`src/rtl/bit_ram_capture_ctrl.sv`:
```
// Capture sequencer for a 1-bit single-clock RAM with registered read:
// records a triggered serial bit stream, then replays it over valid/ready.
module bit_ram_capture_ctrl #(
  parameter int DEPTH  = 8192,
  parameter int ADDR_W = $clog2(DEPTH)
) (
  input  logic              clk,
  input  logic              rst_n,
  input  logic              arm,
  input  logic              abort,
  input  logic [ADDR_W:0]   cfg_len,
  input  logic              trig,
  input  logic              bit_in,
  input  logic              bit_in_valid,
  input  logic              rd_start,
  output logic              busy,
  output logic              done,
  output logic              m_valid,
  output logic              m_data,
  output logic              m_last,
  input  logic              m_ready,
  output logic              ram_we,
  output logic [ADDR_W-1:0] ram_waddr,
  output logic              ram_wdata,
  output logic [ADDR_W-1:0] ram_raddr,
  input  logic              ram_rdata
);

  typedef enum logic [2:0] {
    IDLE    = 3'd0,
    ARMED   = 3'd1,
    CAPTURE = 3'd2,
    FULL    = 3'd3,
    READ    = 3'd4
  } state_t;

  localparam logic [ADDR_W:0] DEPTH_L = (ADDR_W+1)'(DEPTH);
  localparam logic [ADDR_W:0] ONE     = (ADDR_W+1)'(1);

  state_t state_reg, state_next;

  logic [ADDR_W:0] len_reg;
  logic [ADDR_W:0] wp_reg;
  logic [ADDR_W:0] rp_reg;
  logic [ADDR_W:0] beat_reg;
  logic [ADDR_W:0] len_clamped;
  logic [ADDR_W:0] wp_inc;

  logic            arm_ok;
  logic            rd_go;
  logic            cap_write;
  logic            last_write;

  // Read-side pipeline: one beat in flight in the RAM output register,
  // plus a two-entry buffer that absorbs it when the consumer stalls.
  logic            rd_pend_reg;
  logic [1:0]      fifo_mem_reg;
  logic            fifo_wptr_reg;
  logic            fifo_rptr_reg;
  logic [1:0]      fifo_cnt_reg;
  logic            fifo_empty;
  logic [1:0]      occ;
  logic            head_data;
  logic            out_valid;
  logic            out_last;
  logic            pop;
  logic            fifo_pop;
  logic            push;
  logic            issue;
  logic            rd_flush;

  assign len_clamped = (cfg_len == '0 || cfg_len > DEPTH_L) ? DEPTH_L : cfg_len;
  assign arm_ok      = !abort && arm && (state_reg == IDLE || state_reg == FULL);
  assign rd_go       = !abort && !arm && rd_start && (state_reg == FULL);

  assign cap_write = rst_n && !abort &&
                     ((state_reg == ARMED && trig && bit_in_valid) ||
                      (state_reg == CAPTURE && bit_in_valid));
  assign wp_inc     = (state_reg == ARMED) ? ONE : wp_reg + ONE;
  assign last_write = cap_write && (wp_inc == len_reg);

  assign fifo_empty = (fifo_cnt_reg == 2'd0);
  assign occ        = fifo_cnt_reg + {1'b0, rd_pend_reg};
  assign head_data  = fifo_empty ? ram_rdata : fifo_mem_reg[fifo_rptr_reg];
  assign out_valid  = (state_reg == READ) && (!fifo_empty || rd_pend_reg);
  assign out_last   = out_valid && (beat_reg == len_reg - ONE);
  assign pop        = out_valid && m_ready;
  assign fifo_pop   = pop && !fifo_empty;
  assign push       = rd_pend_reg && !(fifo_empty && pop);
  assign rd_flush   = abort || (state_reg != READ) || (pop && out_last);

  // Only issue when the buffer is guaranteed to have room for the beat
  // even if the consumer stalls on the cycle that beat returns.
  assign issue = (state_reg == READ) && !abort && (rp_reg < len_reg) &&
                 ((occ - {1'b0, pop}) <= 2'd1);

  assign m_valid   = out_valid;
  assign m_data    = out_valid & head_data;
  assign m_last    = out_last;
  assign ram_raddr = issue ? rp_reg[ADDR_W-1:0] : '0;

  always_ff @(posedge clk) begin
    if (!rst_n) begin
      state_reg <= IDLE;
    end else begin
      state_reg <= state_next;
    end
  end

  always_comb begin
    state_next = state_reg;
    if (abort) begin
      state_next = IDLE;
    end else begin
      case (state_reg)
        IDLE:    if (arm) state_next = ARMED;
        ARMED:   if (trig && bit_in_valid) state_next = (len_reg == ONE) ? FULL : CAPTURE;
        CAPTURE: if (last_write) state_next = FULL;
        FULL: begin
          if (arm)           state_next = ARMED;
          else if (rd_start) state_next = READ;
        end
        READ:    if (pop && out_last) state_next = IDLE;
        default: state_next = IDLE;
      endcase
    end
  end

  always_comb begin
    busy      = (state_reg == ARMED) || (state_reg == CAPTURE) || (state_reg == READ);
    done      = (state_reg == FULL);
    ram_we    = cap_write;
    ram_waddr = (state_reg == CAPTURE) ? wp_reg[ADDR_W-1:0] : '0;
    ram_wdata = cap_write & bit_in;
  end

  always_ff @(posedge clk) begin
    if (!rst_n) begin
      len_reg     <= '0;
      wp_reg      <= '0;
      rp_reg      <= '0;
      beat_reg    <= '0;
      rd_pend_reg <= 1'b0;
    end else begin
      if (arm_ok) begin
        len_reg <= len_clamped;
      end

      if (arm_ok) begin
        wp_reg <= '0;
      end else if (cap_write) begin
        wp_reg <= wp_inc;
      end

      if (rd_go) begin
        rp_reg   <= '0;
        beat_reg <= '0;
      end else begin
        if (issue) rp_reg   <= rp_reg + ONE;
        if (pop)   beat_reg <= beat_reg + ONE;
      end

      rd_pend_reg <= issue;
    end
  end

  always_ff @(posedge clk) begin
    if (!rst_n || rd_flush) begin
      fifo_wptr_reg <= 1'b0;
      fifo_rptr_reg <= 1'b0;
      fifo_cnt_reg  <= 2'd0;
    end else begin
      if (push)     fifo_wptr_reg <= ~fifo_wptr_reg;
      if (fifo_pop) fifo_rptr_reg <= ~fifo_rptr_reg;
      fifo_cnt_reg <= fifo_cnt_reg + {1'b0, push} - {1'b0, fifo_pop};
    end
  end

  for (genvar gi = 0; gi < 2; gi++) begin : g_fifo
    always_ff @(posedge clk) begin
      if (!rst_n) begin
        fifo_mem_reg[gi] <= 1'b0;
      end else if (push && fifo_wptr_reg == 1'(gi)) begin
        fifo_mem_reg[gi] <= ram_rdata;
      end
    end
  end

endmodule

```
`config.mk`:
```
export PLATFORM = sky130hd
export DESIGN_NAME = bit_ram_capture_ctrl
export DESIGN_NICKNAME = d
export VERILOG_FILES = /design/src/rtl/bit_ram_capture_ctrl.sv
export SDC_FILE = /design/constraint.sdc
export NUM_CORES = 1
export LEC_CHECK = 0
export CAP_MARGIN = 20
export CORE_ASPECT_RATIO = 1.1
export CORE_MARGIN = 1
export CORE_UTILIZATION = 40
export DETAILED_ROUTE_END_ITERATION = 7
export DONT_BUFFER_PORTS = 1
export PLACE_DENSITY_LB_ADDON = 0.05
export SLEW_MARGIN = 20
export SYNTH_ARGS = -nofsm -noshare
export SYNTH_HDL_FRONTEND = slang
export SYNTH_SLANG_ARGS = --single-unit
```
`constraint.sdc`:
```
create_clock -name clk -period 3.6 [get_ports clk]
set_clock_uncertainty 0.15 [all_clocks]
set_input_delay 0.36 -clock clk [delete_from_list [all_inputs] [get_ports clk]]
set_output_delay 0.36 -clock clk [all_outputs]
set_load 0.1 [all_outputs]
```
==> results of run 1 <==
## logic make-up after synthesis
| group | after synthesis |
|---|---|
| buf+inv | 66 |
| simple gates | 263 |
| compound gates | 136 |
| flops | 66 |
| xor+xnor | 51 |
| mux | 6 |
| fa+ha+maj | 22 |
## report_power, final
part           leakage [nW]  total, mW  internal, mW  switching, mW
clock                 0.138      0.822         0.496          0.325
combinational          1.44      0.186        0.0713          0.115
sequential            0.533      0.751         0.738         0.0132
## critical path, cell delays in order (launching register included)
cell,delay [ps]
dfxtp_2,310
or3b_4,410
nor2_4,130
nand2_4,70
inv_4,60
ha_4,180
nor2b_2,110
xnor2_1,70
or4_1,400
a221o_1,340
a21oi_2,210
buf_6,170
and2_4,160
buf_12,170
## cell usage in the layout (no fill, tap or decap), types with 15 or more instances in the layout
cell	Yosys	routed
a21oi_1	44	43
nor2_1	64	57
nand3_1	22	22
ha_1	21	20
nand4_1	17	17
buf_4	0	45
and2_1	25	15
o21ai_0	41	40
nand2_1	60	59
dfxtp_1	66	64
xor2_1	18	18
inv_1	34	33
xnor2_1	33	33
## area by class of cell
class / count / area [sq um]
clock buffers: 12 / 256
well taps: 147 / 184
multi-input cells: 479 / 3110
flip-flops and latches: 66 / 1320
fillers: 1093 / 5280
repair buffers: 67 / 708
clock inverters: 3 / 15.0
inverters: 35 / 134
## worst paths after layout
path                startpoint            end  cells past startpoint  slack (ps)
setup / recovery  state_reg[1]  ram_raddr[12]                     13         -40
hold / removal     cfg_len[10]    len_reg[10]                      2           6
hold reg to reg     wp_reg[13]     wp_reg[13]                      2         330
setup reg to reg  state_reg[1]     rp_reg[12]                     14         140
## routing by layer
layer / vias up / GRT usage [%] / routed length [microns]
met2: 113 / 39.2 / 6410
li1: 2251 / - / -
met5: - / 0 / 0
met4: 0 / 7.81 / 234
met1: 2149 / 29.8 / 6270
met3: 14 / 5.31 / 640
## repair_timing
action,4_1_cts,5_1_grt
resized for setup,20,3
setup endpoints to repair,15,14
hold buffers,6,0
hold endpoints to repair,6,0
gates cloned,1,1
pin swaps,3,4
setup buffers,6,8
==> impl_results.md, run 1 <==
- Critical Path AT: 3130 ps
- Synth top area cells: dfxtp_1 (29%), xnor2_1 (6.4%), ha_1 (5.8%), nor2_1 (5.3%), nand2_1 (5.0%)
- Mux contribution to synthesized area: 1.35%
- Final net count: 703
- H-tree depth: 3
- Violated checks: setup timing
- Routed len/inst: 16.8 microns
- Post-placement cell area: 5230 sq um
- I/O Pins: 57
- Max Cap Viol: 0
- FMAX: 275 MHz
- Clock net sink count: 66
- Slew headroom: 37.1%
- Gp weighted congestion: 0.866
- Core Rows: 40
- Reg clk slew, reported paths: 50 ps
- Worst hold margin: 5.62 ps
- Initial antenna violation count: 0
- Most frequent cell after synthesis: dfxtp_1
- DP HPWL: 9760 microns
- Die area: 11,800 sq um
- 1st-iter DRT viols: 202
- Vias per cell: 5.60
- Async SR Flop Fraction: 0%
- Clock buffer depth: 2
- Largest net degree at the start of global routing: 30
- Root Driver: clkbuf_16
- FF+latch count, synth: 66
- Total gr overflow: 0
- Antenna Nets Post-Route: 0
- Port Buffers: 0
- Synth top cells by count: dfxtp_1 (66), nor2_1 (64), nand2_1 (60), a21oi_1 (44), o21ai_0 (41)
- Syn nets: 655
- Post-synth EDFFs: 0
- GRT Overall Usage: 23.4%
- Chip width: 104 microns
- Share of cells above drive strength 1: 17.2%
- CP Class: reg2out
- Worst-path fanout max: 7
- Post-route insts no fill: 809
- Final total power: 1.76 mW
- Post-synthesis adder-cell area fraction: 6.00%
- Compound-Gate Fraction of Synth Area: 18.8%
- Yosys warnings: 0
- Final Slew Violations: 0
- Yosys top cell by area: dfxtp_1
- Ys flop type: dfxtp_1
- Hold Vio Cnt, Final: 0
- Die Ht: 114 microns
- Total number of vias: 4,527
- Worst Setup Slack, final: -36.4 ps
- Synthesized cell area: 4550 sq um
- Pre-CTS WS: -24.5 ps
- Worst Hold Class: in2reg
- DR pass1 iterations: 4
- CTS Buf Count: 9
- Crit end category: primary output
- Max IR drop VDD: 0.000225 V
- Vias in the first global route: 4,293
- Status: complete, but fails checks
- Core Area: 11,000 sq um
- Critical Path RT: 3090 ps
- XOR/XNOR Fraction of Synth Area: 9.82%
- Starting Density: 41.3%
- Core Util, Final: 52.0%
- Crit path time final: 3640 ps
- Cell variety after synth: 58
- PD cells: 307 nW/um^2
- Top cell type's share of synthesized area: 29.1%
- CP Launch Type: flip-flop
- Worst-skew pair later-pin latency: 340 ps
- Largest family of logic cells by synthesized area: simple AND/OR/NAND/NOR gates
- Final Cycle Share: 101%
- DRC viols: 0
- Placed cell count: 772
- Post-synthesis sequential area ratio: 29.1%
- Synth Area in Simple Gates: 29.5%
- Area Overhead vs Synth: 26.0%
- Pleak: 2.11 nW
- CTS tree: built
- Number of inserted diodes: 0
- Sum Neg Setup Slack: -247 ps
- Fin area: 5730 sq um
- Avg Synthesized Cell Area: 7.45 sq um
- RSZ-0062 raised after global routing: true
- Cell count after synthesis: 610
- Final setup vio count: 13
- Total Routed Length: 13,600 microns
- First-pass GRT wire length: 22,000 microns
- Least-Margin Pin Slew: 934 ps
Power figures use the tool's default switching activity.
==> run 2: changes to the inputs <==
--- a/config.mk
+++ b/config.mk
@@ -6,6 +6,8 @@
 export NUM_CORES = 1
 export LEC_CHECK = 0
 export CAP_MARGIN = 20
+export CELL_PAD_IN_SITES_DETAIL_PLACEMENT = 1
+export CELL_PAD_IN_SITES_GLOBAL_PLACEMENT = 1
 export CORE_ASPECT_RATIO = 1.1
 export CORE_MARGIN = 1
 export CORE_UTILIZATION = 40
==> run 2 against run 1 <==
Compared with the run above: the run still ends with setup timing left; critical path depth stayed put; final cell count is 0.62% higher; hold slack hardly changed; utilization is 1.5 points higher; non-clock buffer count is 5 higher; combinational power is 6% higher; global-route usage is 3.6 points higher; largest cell class unchanged; largest power group unchanged.
==> impl_results.md, run 2 (synthesized netlist as in run 1, its figures left out) <==
- Status: complete, but fails checks
- Violated checks: setup timing
- Most common cell after layout, fill and taps aside: dfxtp_1
- Core Area: 11,000 sq um
- DR pass1 iterations: 4
- Port Buffers: 0
- I/O Pins: 57
- Worst Setup Slack, final: -114 ps
- Hold path cells: 1
- CP Launch Type: flip-flop
- Largest net degree at the start of global routing: 30
- Core Rows: 40
- Worst-skew pair later-pin latency: 340 ps
- Gp weighted congestion: 0.885
- CP Class: reg2out
- Chip width: 104 microns
- Die Ht: 114 microns
- 1st-iter DRT viols: 191
- H-tree depth: 3
- CTS tree: built
- Most frequent cells in the layout: dfxtp_1 (64), nand2_1 (59), nor2_1 (57), buf_4 (43), a21oi_1 (41)
- DP HPWL: 11,000 microns
- # fillers: 1,333
- Internal reg-to-reg setup slack: 20 ps
- FF+latch area: 1320 sq um
- Max Cap Viol: 0
- Worst r2r src: state_reg[0]
- Final total power: 1.93 mW
- Placed cell count: 773
- RSZ-0062 raised after global routing: true
- Vias in the first global route: 4,747
- M1 WL: 6660 microns
- Critical Path Sink: ram_raddr[7]
- PD cells: 328 nW/um^2
- Reg clk slew, reported paths: 60 ps
- Uppermost layer routed: met4
- Max IR drop VDD: 0.000229 V
- Antenna Nets Post-Route: 0
- Area Overhead vs Synth: 29.6%
- Routed len/inst: 19.0 microns
- GRT Overall Usage: 27.0%
- Number of inserted diodes: 0
- FF-to-FF path depth: 14
- Vias per cell: 5.74
- Crit end category: primary output
- Total number of vias: 4,673
- Slew headroom: 38.4%
- Final Slew Violations: 0
- Starting Density: 41.3%
- Critical Path AT: 3200 ps
- Crit path time final: 3710 ps
- FMAX: 269 MHz
- Share of cells above drive strength 1: 18.3%
- Pleak: 2.17 nW
- Routed wl met3: 650 microns
- Initial antenna violation count: 0
- Clock net sink count: 66
- Total gr overflow: 0
- Die area: 11,800 sq um
- Setup crit start: state_reg[0]
- Worst Hold Class: in2reg
- Post-route insts no fill: 814
- Clock buffer depth: 2
- CTS Buf Count: 9
- Pre-CTS WS: -30.7 ps
- Final Cycle Share: 103%
- Final setup vio count: 13
- Met2 WL post-DR: 7720 microns
- Hold Vio Cnt, Final: 0
- Worst hold margin: 5.96 ps
- Root Driver: clkbuf_16
- First-pass GRT wire length: 25,000 microns
- Worst-path fanout max: 5
- DRC viols: 0
- Critical Path RT: 3090 ps
- Multi-input gate area: 3160 sq um
- Least-Margin Pin Slew: 931 ps
- Final net count: 707
- Total Routed Length: 15,500 microns
- RR Endpoint: rp_reg[12]
[run 2: timing repair]
action                                  in CTS  in global routing
endpoints found under the hold margin       12                  0
gates resized for setup                     14                 21
cloned                                       1                  0
buffers inserted                             9                  3
hold buffers                                12                  0
pin swaps                                    3                  2
endpoints found under the setup margin      19                 18
[run 2: how the worst min path moves through the flow]
stage,startpoint,end
floorplan,wp_reg[13],wp_reg[13]
global placement,wp_reg[13],wp_reg[13]
detailed placement,wp_reg[13],wp_reg[13]
CTS,rst_n,fifo_mem_reg[1]
global route,rst_n,fifo_mem_reg[1]
finish,rst_n,fifo_mem_reg[1]
[run 2: critical path, stage by stage, from the launching register on]
cell and delay, ps:
dfxtp_2 320, or3b_4 410, nor2_4 130, nand2_4 70
clkinv_4 50, ha_4 190, nor2b_4 140, xnor2_2 80
or4_4 420, a221o_1 330, a21oi_4 230, buf_6 150
and2_4 150, buf_12 170
[run 2: cell type report]
class / instances / share of cell area [%]
clock inverters: 6 / 1.53
inverters: 35 / 2.31
repair buffers: 72 / 12.9
flip-flops and latches: 66 / 22.5
well taps: 147 / 3.12
clock buffers: 10 / 4.05
multi-input cells: 478 / 53.6
[run 2: through the flow]
step	util [%]	setup TNS, ps	cell area, sq um
floorplan	-	-7230	4640
global placement	47.5	0	5230
detailed placement	47.5	-128	5230
CTS	52.6	-994	5790
global route	53.5	-2370	5890
finish	53.5	-1300	5890
[run 2: layer usage]
| layer | track usage, % | up-vias |
|---|---|---|
| li1 | - | 2258 |
| met1 | 32.2 | 2304 |
| met2 | 47.5 | 83 |
| met3 | 4.34 | 28 |
| met4 | 12.9 | 0 |
| met5 | 0 | - |
[run 2: where the power goes]
part	total (mW)	internal, mW	leakage, nW	switching [mW]
combinational	0.197	0.0760	1.47	0.121
sequential	0.751	0.737	0.533	0.0135
clock	0.984	0.626	0.159	0.358
total	1.93	1.44	2.17	0.493
